File: config.mk
export PLATFORM = sky130hd
export DESIGN_NAME = pc_unit
export DESIGN_NICKNAME = d
export VERILOG_FILES = /design/src/rtl/pc_unit_pkg.sv /design/src/rtl/pc_ras.sv /design/src/rtl/pc_unit.sv
export SDC_FILE = /design/constraint.sdc
export NUM_CORES = 1
export LEC_CHECK = 0
export BUFFER_PORTS_ARGS = -buffer_cell sky130_fd_sc_hd__buf_2
export CELL_PAD_IN_SITES_DETAIL_PLACEMENT = 0
export CELL_PAD_IN_SITES_GLOBAL_PLACEMENT = 2
export CORE_UTILIZATION = 40
export CTS_CLUSTER_DIAMETER = 150
export DETAILED_ROUTE_END_ITERATION = 16
export GPL_ROUTABILITY_DRIVEN = 0
export GPL_TIMING_DRIVEN = 0
export PLACE_DENSITY_LB_ADDON = 0.1
export SYNTH_ARGS = -nofsm -noshare
export SYNTH_HDL_FRONTEND = slang
export SYNTH_HIERARCHICAL = 1
export SYNTH_SLANG_ARGS = --single-unit
File: constraint.sdc
create_clock -name clk -period 2.9 [get_ports clk]
set_input_delay 0.29 -clock clk [delete_from_list [all_inputs] [get_ports clk]]
set_output_delay 0.29 -clock clk [all_outputs]
set_load 0.1 [all_outputs]
File: src/rtl/pc_unit_pkg.sv
// pc_unit_pkg: shared next-PC select encoding and pointer-width helper for the PC unit.
package pc_unit_pkg;
  typedef enum logic [2:0] {HOLD, INC, BRANCH, JUMP, CALL, RET} ctrl_e;
  function automatic int clog2(input int n);
    int r = 0;
    while ((1 << r) < n) r++;
    return r;
  endfunction
endpackage

File: src/rtl/pc_ras.sv
// pc_ras: circular return-address stack; a push when full overwrites the oldest entry.
module pc_ras
  import pc_unit_pkg::*;
#(
  parameter int WIDTH     = 32,
  parameter int RAS_DEPTH = 4
) (
  input  logic             clk,
  input  logic             reset,
  input  logic             push,
  input  logic             pop,
  input  logic [WIDTH-1:0] din,
  output logic [WIDTH-1:0] dout,
  output logic             empty,
  output logic             full,
  output logic             overflow,
  output logic             underflow
);
  localparam int PW = clog2(RAS_DEPTH);
  localparam int CW = PW + 1;
  logic [WIDTH-1:0] r_mem [RAS_DEPTH];
  logic [PW-1:0]    r_top;
  logic [CW-1:0]    r_cnt;
  logic             r_empty, r_full;
  logic             w_push, w_pop;
  logic [CW-1:0]    w_cnt_nxt;
  assign w_pop     = pop && !r_empty;
  assign w_push    = push && !pop;
  assign w_cnt_nxt = w_pop ? r_cnt - CW'(1) : (w_push && !r_full) ? r_cnt + CW'(1) : r_cnt;
  assign dout      = r_mem[r_top];
  assign empty     = r_empty;
  assign full      = r_full;
  assign overflow  = w_push && r_full;
  assign underflow = pop && r_empty;
  // Storage carries no reset; only pointer and count are cleared.
  always_ff @(posedge clk)
    if (reset && w_push) r_mem[r_top + PW'(1)] <= din;
  always_ff @(posedge clk or negedge reset)
    if (!reset) begin
      r_top   <= '0;
      r_cnt   <= '0;
      r_empty <= 1'b1;
      r_full  <= 1'b0;
    end else begin
      r_top   <= w_pop ? r_top - PW'(1) : w_push ? r_top + PW'(1) : r_top;
      r_cnt   <= w_cnt_nxt;
      r_empty <= w_cnt_nxt == '0;
      r_full  <= w_cnt_nxt == CW'(RAS_DEPTH);
    end
endmodule

File: src/rtl/pc_unit.sv
// pc_unit: parametrised program counter with branch, stall and call/return stack.
module pc_unit
  import pc_unit_pkg::*;
#(
  parameter int               WIDTH      = 32,
  parameter logic [WIDTH-1:0] STEP       = 4,
  parameter int               RAS_DEPTH  = 4,
  parameter logic [WIDTH-1:0] RESET_ADDR = '0
) (
  input  logic             clk,
  input  logic             reset,
  input  logic             stall,
  input  logic             inc,
  input  logic             jump,
  input  logic             branch,
  input  logic             call,
  input  logic             ret,
  input  logic [WIDTH-1:0] addr,
  input  logic [WIDTH-1:0] offset,
  output logic [WIDTH-1:0] out,
  output logic             ras_empty,
  output logic             ras_full,
  output logic             ras_err
);
  logic [WIDTH-1:0] r_pc;
  logic             r_err;
  ctrl_e            w_sel;
  logic [WIDTH-1:0] w_seq, w_ras_dout, w_pc_nxt;
  logic             w_ovf, w_udf;
  always_comb
    w_sel = stall ? HOLD : ret ? RET : call ? CALL : jump ? JUMP : branch ? BRANCH : inc ? INC : HOLD;
  assign w_seq    = r_pc + STEP;
  assign w_pc_nxt = (w_sel == RET && !ras_empty)        ? w_ras_dout :
                    (w_sel == CALL || w_sel == JUMP)    ? addr :
                    (w_sel == BRANCH)                   ? r_pc + offset :
                    (w_sel == INC)                      ? w_seq : r_pc;
  pc_ras #(.WIDTH(WIDTH), .RAS_DEPTH(RAS_DEPTH)) u_ras (
    .clk       (clk),
    .reset     (reset),
    .push      (w_sel == CALL),
    .pop       (w_sel == RET),
    .din       (w_seq),
    .dout      (w_ras_dout),
    .empty     (ras_empty),
    .full      (ras_full),
    .overflow  (w_ovf),
    .underflow (w_udf)
  );
  always_ff @(posedge clk or negedge reset)
    if (!reset) begin
      r_pc  <= RESET_ADDR;
      r_err <= 1'b0;
    end else begin
      r_pc  <= w_pc_nxt;
      r_err <= r_err | w_ovf | w_udf;
    end
  assign out     = r_pc;
  assign ras_err = r_err;
endmodule

Word-level counts from Yosys, hierarchy flattened
Memory sizes are Yosys's and may differ from the RTL's. Cells that the tools add are included.

Flip-flop bits (word level): 40. Bits in writable memories: 128. Input port bits: 72. Output and inout port bits: 35. Logic and storage cells: 50. Memories: 1.

$add $sub $neg: 6. Equal/unequal tests: 6. Multiplexer cells: 16. Bitwise gates (word level): 2. Reduce and logical (&&, ||, !) cells: 13.

Memories: u_ras.r_mem (words 4, bits a word 32, read ports 1, clocked after memory_dff 0, wr ports 1, line pc_ras.sv:21) `logic [WIDTH-1:0] r_mem [RAS_DEPTH];`.

Operators by type and width (count): 32-bit two-way mux (4); 32-bit by 3-bit adder with 32-bit output (second input constant) (1); 32-bit adder (1); 3-bit two-way mux (5); 3-bit == test (second input constant) (3); 2-bit two-way mux (4); 3-bit by 2-bit == test with 1-bit output (second input constant) (2); 1-bit logical AND (6); 4-bit nonzero test (1); 3-bit by 1-bit adder with 3-bit output (second input constant) (1); 3-bit by 1-bit == test with 1-bit output (second input constant) (1); 1-bit zero test (3); 3-bit zero test (1); 1-bit two-way mux (3); 3-bit by 1-bit subtractor with 3-bit output (second input constant) (1); 2-bit by 1-bit adder with 2-bit output (second input constant) (1); 1-bit bitwise OR (2); 2-bit nonzero test (1); 2-bit by 1-bit subtractor with 2-bit output (second input constant) (1); 1-bit logical OR (1).

Depth between registers and ports, before layout
Gate-level depths: netlist of the first run.

Depth after elaboration: 13. Depth in mapped cells: 11. Gate-level depth less buffers: 11.

Hierarchy
The synthesis of the first run kept the hierarchy.

Modules (own cells, without submodules): pc_ras (instances 1, cells each 221, area an instance 5148.7 sq um, seq. area each 4020.1 sq um); pc_unit (instances 1, cells each 587, area an instance 4335.4 sq um, seq. area each 825.8 sq um).

Worst setup path before layout of the first run
OpenSTA, ideal clock, no wires.

Path kind: reg2reg. Start point: register r_pc[2], in the netlist out[2]. End point: register r_pc[28], in the netlist out[28]. Setup time: 0.124 ns. Data arrival time: 3.097 ns. Required time: 2.776 ns. Setup slack: -0.321 ns. Stages on the path, launching flop included: 10. Path buffers: 0. Clock period less this slack: 3.221 ns. Cell sequence: dfrtp_1 ha_1 nand3_1 or2_2 nor3_1 nand4_1 xnor2_1 a221oi_1 o32ai_1 a211o_1.

Cells in the longest elaborated chain, start to end: 5. Elaborated cells between the ends (all ways): 6. Classes of those cells: 2 x add/sub; 4 x mux.

RTL lines: from (decl) (line pc_unit.sv:25) `logic [WIDTH-1:0] r_pc;`; from (signal assigned) (line pc_unit.sv:54) `r_pc <= w_pc_nxt;`; 32-bit by 3-bit adder with 32-bit output (line pc_unit.sv:32) `assign w_seq = r_pc + STEP;`; net w_seq[28] (line pc_unit.sv:28) `logic [WIDTH-1:0] w_seq, w_ras_dout, w_pc_nxt;`; 32-bit two-way mux (line pc_unit.sv:36) `(w_sel == INC) ? w_seq : r_pc;`; 32-bit two-way mux (line pc_unit.sv:35) `(w_sel == BRANCH) ? r_pc + offset :`; 32-bit two-way mux (line pc_unit.sv:34) `(w_sel == CALL || w_sel == JUMP) ? addr :`; 32-bit two-way mux (line pc_unit.sv:33) `assign w_pc_nxt = (w_sel == RET && !ras_empty) ? w_ras_dout :`.

The timed path passes the listed nets, and every way through them passes these cells. The select of a mux whose other input is x is not followed. A chain may end at the register's enable or synchronous reset.

Worst setup path after layout of the first run
Start point: register r_pc[11], in the netlist out[11]. End point: register r_pc[26], in the netlist out[26].

Cells in the longest elaborated chain, start to end: 5. Elaborated cells between the ends (all ways): 6. Classes of those cells: 2 x add/sub; 4 x mux.

RTL lines (line): 32-bit by 3-bit adder with 32-bit output (pc_unit.sv:32); 32-bit two-way mux (pc_unit.sv:36); 32-bit two-way mux * (pc_unit.sv:35); 32-bit two-way mux * (pc_unit.sv:34); 32-bit two-way mux * (pc_unit.sv:33).

Every way passes the cells marked *; elsewhere a longest branch is shown, timed or not. The select of a mux whose other input is x is not followed.

==> metrics.txt, run 1 <==
Gate power share=52.3%; Pleak=4.251 nW; synth top area cells=edfxtp_1 41%, dfrtp_1 10%, mux4_2 7.6%, ha_1 5.0%, a21oi_1 3.1%; clk_lat worst skew=0.44 ns; Final Routed Wirelength=31390 um; FF+latch count, synth=168; H-tree depth=4; Required @ worst endpoint=3.20 ns; async set-reset flop share out of synthesis=23.81%; post-DP HPWL=22620 um; Commonest cells post-synth=128 x edfxtp_1, 62 x nand2_1, 59 x a21oi_1, 48 x nor2_1, 47 x o21ai_0; die width=156.0 um; Final Worst Setup Slack=0.07706 ns; status=finished clean; worst path cell trace=ha_2 > a21o_1 > or2_2 > o31a_1 > o211ai_1 > o21ai_2 > xnor2_2 > o22ai_1; DRC=0; Via Count=7549; DR pass1 iterations=7; Least-Margin Pin Slew=1.367 ns; clock power share=18.2%; number of synthesized flops with an enable pin=128; Post-Syn Area=9484 um2; Mapped Nets=919; Total GRT Usage=26.58%; Worst Skew=0.01311 ns; post-synthesis cell count=808; type of the worst min-delay path=primary input to async pin; Via density=5.944; Placement Cell Area=10520 um2; Die ar.=24330 um2; Final Hold Vio Count=0; final setup vio count=0; area grow syn2layout=19.54%; Final Slew Violations=0; clock root cell=clkbuf_16; total gr overflow=0; RSZ-0062 raised after global routing=true; fin area=11340 um2; count leader, synth=edfxtp_1; register area share after synthesis=51.09%; I/O Buffers=106; synth unique cells=81; dpl ws=-0.3710 ns; largest net degree at the start of global routing=45; DIE HEIGHT=156.0 um; Initial Util=41.39%; clock tree from TritonCTS=done; slowest CP cell=dfrtp_2; WP depth=8; CP delay by family, top=compound AO/OA/AOI/OAI gates; Slew HR=8.159%; post-layout minimum cycle time=2.823 ns; Sequential Power Share=29.5%; ys flop type=edfxtp_1; initial antenna violation count=0; critical path fanouts, max=10; Final Non-Filler Cells=1270; global-route wire length before repair=46310 um; fin crit share=97.34%; synthesized area per cell=11.74 um2; vias in the first global route=7465; P_sw=6.501 mW; Final Net Count=1055; routed length per instance=24.72 um; ANT nets after route=0; crit-path max cell delay=0.48 ns; critical path arrival=3.12 ns; VDD IR-drop max=0.0007515 V; area share of the largest cell type after synthesis=40.53%; P_int=6.635 mW; crit path buf inv count=0; Placed Cells=1231; sw frac=49.49%; area leader, netlist=edfxtp_1; core footprint=22920 um2; Worst-path clk slew=0.08 ns; number of cell rows=55; Max Clk Rate=354.2 MHz; Yosys warning count=6; Iter 0 DRT Violations=622; maxcap violations=0; pwr dens=1159 nW/um2; kind of end point of the critical path=register; # diodes=0; critical path class=register to register; IO Count=107; clock sink count=168; Num CTS Buffers=17; clock buffer depth=2; layout cells sized above 1=27.48%; CP startpoint kind=register; Worst Reg-to-Reg Cells=8
cell usage in the layout, fill, tap and decap left out, types with 4 or more instances in the layout:
| cell | n |
|---|---|
| mux2i_1 | 4 |
| o21ai_0 | 46 |
| inv_8 | 6 |
| edfxtp_1 | 128 |
| clkbuf_16 | 17 |
| nand2b_1 | 10 |
| nand2_1 | 62 |
| o211ai_1 | 13 |
| ha_2 | 4 |
| a221oi_1 | 10 |
| a21oi_1 | 56 |
| dfrtp_1 | 25 |
| and2_1 | 6 |
| dfrtp_2 | 14 |
| and3_2 | 4 |
| or3_1 | 8 |
| inv_1 | 16 |
| xnor2_1 | 28 |
| nand4_1 | 19 |
| clkbuf_1 | 28 |
| buf_2 | 110 |
| o22ai_1 | 4 |
| mux4_2 | 32 |
| buf_4 | 18 |
| o221ai_1 | 4 |
| ha_1 | 33 |
| a22oi_1 | 9 |
| and3_1 | 7 |
| nor2b_1 | 6 |
| a31oi_1 | 9 |
| a221o_1 | 4 |
| a21o_1 | 12 |
| o21a_1 | 4 |
| nor3_1 | 14 |
| nand3_1 | 27 |
| xor2_1 | 19 |
| nor2_1 | 48 |
flip-flops by register name, indices dropped and copies added (netlist names):
register	cells
out	32
u_ras/r_top	2
u_ras/full	1
ras_err	1
u_ras/r_mem	128
u_ras/r_cnt	3
u_ras/empty	1
per-layer routing:
metal,vias up,part of all wire (%),GRT usage [%]
met2,309,50,45.05
met3,55,5.9,4.472
met1,3776,41,34.02
met4,0,3.0,9.991
li1,3409,-,-
met5,-,0,0
area by class of cell:
| class | count | area (um2) |
|---|---|---|
| Multi-Input combinational cell | 580 | 4512 |
| Timing Repair Buffer | 120 | 693.2 |
| Inverter | 16 | 60.06 |
| Clock buffer | 17 | 425.4 |
| Sequential cell | 168 | 4863 |
| Tap cell | 313 | 391.6 |
| Buffer | 41 | 196.4 |
| Fill cell | 2130 | 11580 |
| Clock inverter | 15 | 195.2 |
cell families after synthesis:
group	after synthesis	share of synthesized area [%]
adder cells (fa/ha/maj)	39	5.224
buffers and inverters	60	2.823
flip-flops	168	51.10
XOR/XNOR	50	4.697
AND/OR/NAND/NOR	242	13.28
AO/OA/AOI/OAI	211	14.62
multiplexers	38	8.259
path summary, 6_finish.rpt:
check	from	end	slack, ns
worst max-delay path	out[11]$_DFFE_PN0P_	out[26]$_DFFE_PN0P_	0.08
worst min-delay path	reset	out[5]$_DFFE_PN0P_	0.08
worst max register to register	out[11]$_DFFE_PN0P_	out[26]$_DFFE_PN0P_	0.08
worst min register to register	ras_err$_DFF_PN0_	ras_err$_DFF_PN0_	0.48
max in group asynchronous	reset	out[24]$_DFFE_PN0P_	1.98
min in group clk	addr[0]	out[0]$_DFFE_PN0P_	0.12
power groups by stage:
stage	clock network (mW)	registers, mW	logic, mW
floorplan	0	5.29	3.41
global placement	0	3.93	6.48
detailed placement	0	3.94	6.54
CTS	2.41	3.88	6.72
global route	2.51	3.91	7.32
finish	2.39	3.87	6.87
through the flow:
step | util, % | hold WS [ns] | total power, mW | setup TNS, ns
5_1_grt | 49.47 | 0.1193 | 13.74 | -0.07703
6_report | 49.47 | 0.07654 | 13.14 | 0
3_5_place_dp | 45.90 | 0.4645 | 10.48 | -2.720
2_1_floorplan | - | -0.005591 | 8.695 | -0.09195
4_1_cts | 49.07 | 0.1138 | 13.02 | -0.006155
3_3_place_gp | 45.48 | 0.4551 | 10.41 | -68.69
what timing repair did:
| item | in CTS | in global routing |
|---|---|---|
| endpoints found under the setup margin | 12 | 8 |
| gates resized for setup | 18 | 12 |
| hold buffers | 0 | 0 |
| setup buffers | 5 | 5 |
| pin swaps | 8 | 5 |
No activity file was read; power rests on OpenSTA's default activity.
==> run 2, diff against run 1 <==
--- a/config.mk
+++ b/config.mk
@@ -14,6 +14,7 @@
 export GPL_ROUTABILITY_DRIVEN = 0
 export GPL_TIMING_DRIVEN = 0
 export PLACE_DENSITY_LB_ADDON = 0.1
+export REMOVE_ABC_BUFFERS = 1
 export SYNTH_ARGS = -nofsm -noshare
 export SYNTH_HDL_FRONTEND = slang
 export SYNTH_HIERARCHICAL = 1
==> run 2 against run 1 <==
Worst hold slack better by 0.029 ns. Via count is 4.4% lower. Critical endpoint is now out[28]$_DFFE_PN0P_. Combinational power is 5.1% lower. Highest routed layer unchanged. Sequential power is 1% higher. Fmax is 0.88% higher. Core utilization is 0.060 points lower. Power is 2.3% lower.
==> metrics.txt, run 2 (synthesis results as in run 1) <==
register with the most flip-flops=u_ras/r_mem; Worst R2R Start=out[2]$_DFFE_PN0P_; clk_lat worst skew=0.43 ns (about the same); # diodes=0 (unchanged); Least-Margin Pin Slew=1.321 ns (-0.04602 ns); initial antenna violation count=0 (unchanged); type of the worst min-delay path=primary input to async pin; largest net degree at the start of global routing=45 (unchanged); critical path class=register to register; Final Hold Vio Count=0 (unchanged); post-DP HPWL=20220 um (-11%); Worst-path clk slew=0.07 ns (about the same); final setup vio count=0 (unchanged); clock sink count=168 (unchanged); Placed Cells=1196 (-2.8%); Max Clk Rate=357.3 MHz (+0.88%); clock tree from TritonCTS=done; DRC=0 (unchanged); Final Non-Filler Cells=1232 (-3.0%); commonest non-fill, non-tap cell in the layout=edfxtp_1; Pleak=4.225 nW (-0.61%); VDD IR-drop max=0.0005916 V (-21%); vias in the first global route=7408 (-0.76%); met2 wire length=13490 um (-14%); Final Slew Violations=0 (unchanged); DR pass1 iterations=5 (-2); Final Worst Setup Slack=0.1016 ns (+0.02450 ns); dpl ws=-0.3058 ns (+0.06529 ns); clock root cell=clkbuf_16; layout cells sized above 1=27.75% (+0.27 points); WHS=0.1053 ns (+0.02874 ns); Top Layer Used=met4; metal3 WL=1323 um (-29%); critical path arrival=3.13 ns (about the same); Final Util=49.41% (-0.060 points); Total GRT Usage=24.76% (-1.8 points); I/O Buffers=106 (unchanged); fin area=11320 um2 (-0.12%); Via Count=7219 (-4.4%); number of cell rows=55 (unchanged); Die ar.=24330 um2 (unchanged); H-tree depth=4 (unchanged); Via density=5.860 (-1.4%); status=finished clean; total gr overflow=0 (unchanged); Iter 0 DRT Violations=515 (-17%); routed length per instance=23.40 um (-5.3%); R2R Setup Slk=0.10 ns (+0.02 ns); kind of end point of the critical path=register; IO Count=107 (unchanged); clock buffer depth=2 (unchanged); die width=156.0 um (unchanged); Num CTS Buffers=17 (unchanged); Final Net Count=1017 (-3.6%); Slew HR=11.60% (+3.4 points); critical path fanouts, max=4 (-6); worst flop-to-flop path endpoint=out[28]$_DFFE_PN0P_; ANT nets after route=0 (unchanged); area grow syn2layout=19.39%; RSZ-0062 raised after global routing=false; Required @ worst endpoint=3.23 ns (+0.03 ns); most frequent cells in the layout=128 x edfxtp_1, 106 x buf_2, 62 x nand2_1; maxcap violations=0 (unchanged); Final Routed Wirelength=28820 um (-8.2%); pwr dens=1134 nW/um2 (-2.2%); Worst Skew=0.01269 ns (-0.0004164 ns); fin crit share=96.50% (-0.84 points); DIE HEIGHT=156.0 um (unchanged); Placement Cell Area=10510 um2 (about the same); post-layout minimum cycle time=2.798 ns (-0.02450 ns); global-route wire length before repair=44100 um (-4.8%); Initial Util=41.39% (unchanged); Metal-1 WL=13480 um (+3.8%); max reg flops=128 (unchanged); core footprint=22920 um2 (unchanged); Worst Reg-to-Reg Cells=9 (+1); CP startpoint kind=register
==> run 2: through the flow <==
stage | setup TNS, ns | power (mW)
finish | 0 | 12.84
global route | 0 | 13.53
CTS | 0 | 12.79
detailed placement | -1.191 | 10.20
global placement | -254.09 | 10.05
floorplan | -8.806 | 8.589
==> run 2: final cells by class <==
type | instances | area (um2)
Timing Repair Buffer | 123 | 835.8
Sequential cell | 168 | 4857
Tap cell | 313 | 391.6
Inverter | 16 | 60.06
Clock buffer | 20 | 456.7
Clock inverter | 12 | 163.9
Multi-Input combinational cell | 580 | 4558
Fill cell | 2101 | 11590
==> run 2: where the power goes <==
| group | total (mW) | switching [mW] | internal, mW |
|---|---|---|---|
| logic | 6.52 | 4.40 | 2.13 |
| registers | 3.91 | 0.688 | 3.23 |
| clock network | 2.40 | 0.987 | 1.41 |
==> run 2: worst max path at each step <==
| stage | from | slack [ns] | cells after the start | endpoint |
|---|---|---|---|---|
| floorplan | out[2]$_DFFE_PN0P_ | -0.32 | 9 | out[28]$_DFFE_PN0P_ |
| global placement | jump | -3.49 | 7 | out[28]$_DFFE_PN0P_ |
| detailed placement | out[0]$_DFFE_PN0P_ | -0.31 | 11 | out[28]$_DFFE_PN0P_ |
| CTS | out[9]$_DFFE_PN0P_ | 0.001 | 9 | out[26]$_DFFE_PN0P_ |
| global route | out[3]$_DFFE_PN0P_ | 0.004 | 9 | out[25]$_DFFE_PN0P_ |
| finish | out[2]$_DFFE_PN0P_ | 0.10 | 9 | out[28]$_DFFE_PN0P_ |
==> run 2: critical path, stage by stage (launching register included) <==
cell and delay [ns]:
dfrtp_2 0.44, ha_1 0.34, nor2b_2 0.20, o2111ai_4 0.26, a21oi_4 0.11, or3_4 0.41
a21o_4 0.26, a211oi_4 0.28, o32ai_1 0.12, a211o_1 0.27
==> run 2: metal layers <==
| metal | vias to the layer above | global-route usage, % |
|---|---|---|
| li1 | 3325 | - |
| met1 | 3656 | 34.95 |
| met2 | 199 | 38.88 |
| met3 | 39 | 3.833 |
| met4 | 0 | 8.030 |
| met5 | - | 0 |
==> run 2: timing repair <==
item | CTS | global route
setup endpoints to repair | 9 | 8
pin swaps | 6 | 8
buffers inserted | 4 | 0
gates resized for setup | 19 | 20
cloned | 0 | 0
hold buffers | 0 | 0
==> run 3, diff against run 2 <==
--- a/config.mk
+++ b/config.mk
@@ -5,7 +5,7 @@
 export SDC_FILE = /design/constraint.sdc
 export NUM_CORES = 1
 export LEC_CHECK = 0
-export BUFFER_PORTS_ARGS = -buffer_cell sky130_fd_sc_hd__buf_2
+export BUFFER_PORTS_ARGS = -buffer_cell sky130_fd_sc_hd__clkbuf_2
 export CELL_PAD_IN_SITES_DETAIL_PLACEMENT = 0
 export CELL_PAD_IN_SITES_GLOBAL_PLACEMENT = 2
 export CORE_UTILIZATION = 40
==> run 3 against run 2 <==
Clock-buffer cell count increased by 1. Critical path depth did not move. Core utilization is 0.087 points lower. Final area shrank 0.18%.
==> metrics.txt, run 3 (synthesis results as in run 1) <==
met2 wire length=13380 um (-0.84%); clock sink count=168 (unchanged); H-tree depth=4 (unchanged); IO Count=107 (unchanged); critical path arrival=3.13 ns (about the same); largest net degree at the start of global routing=45 (unchanged); die width=156.0 um (unchanged); total gr overflow=0 (unchanged); post-layout minimum cycle time=2.820 ns (+0.02113 ns); layout cells sized above 1=27.72% (-0.030 points); pwr dens=1132 nW/um2 (-0.17%); metal3 WL=1573 um (+19%); fill count=2104 (+0.14%); Final Util=49.33% (-0.087 points); vias in the first global route=7312 (-1.3%); clk_lat worst skew=0.43 ns (about the same); most frequent cells in the layout=128 x edfxtp_1, 105 x clkbuf_2, 62 x nand2_1; maxcap violations=0 (unchanged); clock root cell=clkbuf_16; fin area=11300 um2 (-0.18%); critical path fanouts, max=6 (+2); Placement Cell Area=10490 um2 (-0.25%); HP Start=addr[18]; Num CTS Buffers=17 (unchanged); dpl ws=-0.3140 ns (-0.008288 ns); I/O Buffers=106 (unchanged); R2R Setup Slk=0.08 ns (-0.02 ns); final setup vio count=0 (unchanged); Slew HR=7.161% (-4.4 points); commonest non-fill, non-tap cell in the layout=edfxtp_1; Worst Reg-to-Reg Cells=9 (unchanged); post-DP HPWL=19970 um (-1.2%); Max Clk Rate=354.7 MHz (-0.75%); worst flop-to-flop path endpoint=out[28]$_DFFE_PN0P_; Least-Margin Pin Slew=1.387 ns (+0.06638 ns); fin crit share=97.23% (+0.73 points); Final Net Count=1018 (+0.098%); kind of end point of the critical path=register; crit path buf inv count=0 (unchanged); worst path cell trace=ha_1 > and4_2 > nand3_1 > a21oi_4 > or3_4 > a21o_4 > a211oi_4 > o32ai_1 > a211o_1; Pwr Total=12.79 mW (-0.35%); max reg flops=128 (unchanged); slowest CP cell=dfrtp_1; core footprint=22920 um2 (unchanged); Required @ worst endpoint=3.21 ns (-0.02 ns); area grow syn2layout=19.18%; Iter 0 DRT Violations=528 (+2.5%); number of cell rows=55 (unchanged); Final Hold Vio Count=0 (unchanged); DRC=0 (unchanged); clock tree from TritonCTS=done; Die ar.=24330 um2 (unchanged); RSZ-0062 raised after global routing=false; CP startpoint kind=register; Initial Util=41.39% (unchanged); type of the worst min-delay path=primary input to register; Worst-path clk slew=0.07 ns (about the same); DR pass1 iterations=5 (unchanged); clock buffer depth=2 (unchanged); WP depth=9 (unchanged); Via density=5.885 (+0.43%); register with the most flip-flops=u_ras/r_mem; Final Worst Setup Slack=0.08043 ns (-0.02113 ns); VDD IR-drop max=0.0005804 V (-1.9%); Final Routed Wirelength=28880 um (+0.21%); Worst R2R Start=out[8]$_DFFE_PN0P_; Worst Skew=0.01225 ns (-0.0004377 ns); Hold EP=out[18]$_DFFE_PN0P_; Metal-1 WL=13560 um (+0.65%); Total GRT Usage=24.59% (-0.17 points); critical path class=register to register; initial antenna violation count=0 (unchanged); routed length per instance=23.42 um (+0.13%); # diodes=0 (unchanged); Top Layer Used=met4; ANT nets after route=0 (unchanged); global-route wire length before repair=43920 um (-0.42%); Via Count=7256 (+0.51%); DIE HEIGHT=156.0 um (unchanged); final setup TNS=0 ns (unchanged); status=finished clean; Final Slew Violations=0 (unchanged); CP delay by family, top=compound AO/OA/AOI/OAI gates; Worst Hold Depth=3; crit-path max cell delay=0.47 ns (+0.03 ns); Pleak=4.226 nW (about the same)
-- run 3: power breakdown --
group | leakage [nW] | total [mW] | internal [mW] | switching [mW]
Combinational | 2.33 | 6.52 | 2.13 | 4.39
Sequential | 1.62 | 3.95 | 3.23 | 0.721
Clock | 0.278 | 2.32 | 1.36 | 0.961
Total | 4.23 | 12.8 | 6.72 | 6.07
-- run 3: per-stage QoR --
stage | std cells | hold slack, ns
final | 1233 | 0.1179
after global routing | 1233 | 0.1027
after CTS | 1229 | 0.1031
after detailed placement | 1195 | 0.4991
after global placement | 1183 | 0.4555
after floorplan | 764 | -0.005591
-- run 3: worst max-delay path by stage --
stage                                    from             endpoint  slack (ns)
after CTS                  out[9]$_DFFE_PN0P_  out[28]$_DFFE_PN0P_       0.005
after detailed placement   out[0]$_DFFE_PN0P_  out[28]$_DFFE_PN0P_       -0.31
after floorplan            out[2]$_DFFE_PN0P_  out[28]$_DFFE_PN0P_       -0.32
after global placement                   jump  out[28]$_DFFE_PN0P_       -3.51
final                      out[8]$_DFFE_PN0P_  out[28]$_DFFE_PN0P_        0.08
after global routing      out[23]$_DFFE_PN0P_  out[30]$_DFFE_PN0P_       0.006
-- run 3: layer usage --
metal  vias to the layer above  GRT usage [%]
met5                         -              0
met4                         0          6.256
met3                        27          4.361
met2                       244          38.37
met1                      3657          35.22
li1                       3328              -
-- run 3: cell type report --
cell class              count  area [um2]  share of cell area [%]
inverters                  16       60.06                  0.5313
well taps                 313       391.6                   3.465
repair buffers            124       838.3                   7.416
multi-input cells         580        4564                   40.38
clock buffers              21       440.4                   3.896
clock inverters            11       148.9                   1.317
flip-flops and latches    168        4860                   42.99
-- run 3: repair_timing --
| action | 4_1_cts | 5_1_grt |
|---|---|---|
| resized for setup | 20 | 22 |
| gates cloned | 0 | 0 |
| pin swaps | 6 | 8 |
| endpoints found under the setup margin | 9 | 8 |
| hold endpoints to repair | 0 | 20 |
| setup buffers | 2 | 2 |
| hold buffers | 0 | 1 |
-- run 3: worst reg2reg max path, cell delays in order, from the launching register on --
cell and delay, ns:
dfrtp_1 0.47, ha_1 0.40, and4_2 0.30, nand3_1 0.14
a21oi_4 0.05, or3_4 0.41, a21o_4 0.26, a211oi_4 0.28
o32ai_1 0.12, a211o_1 0.27
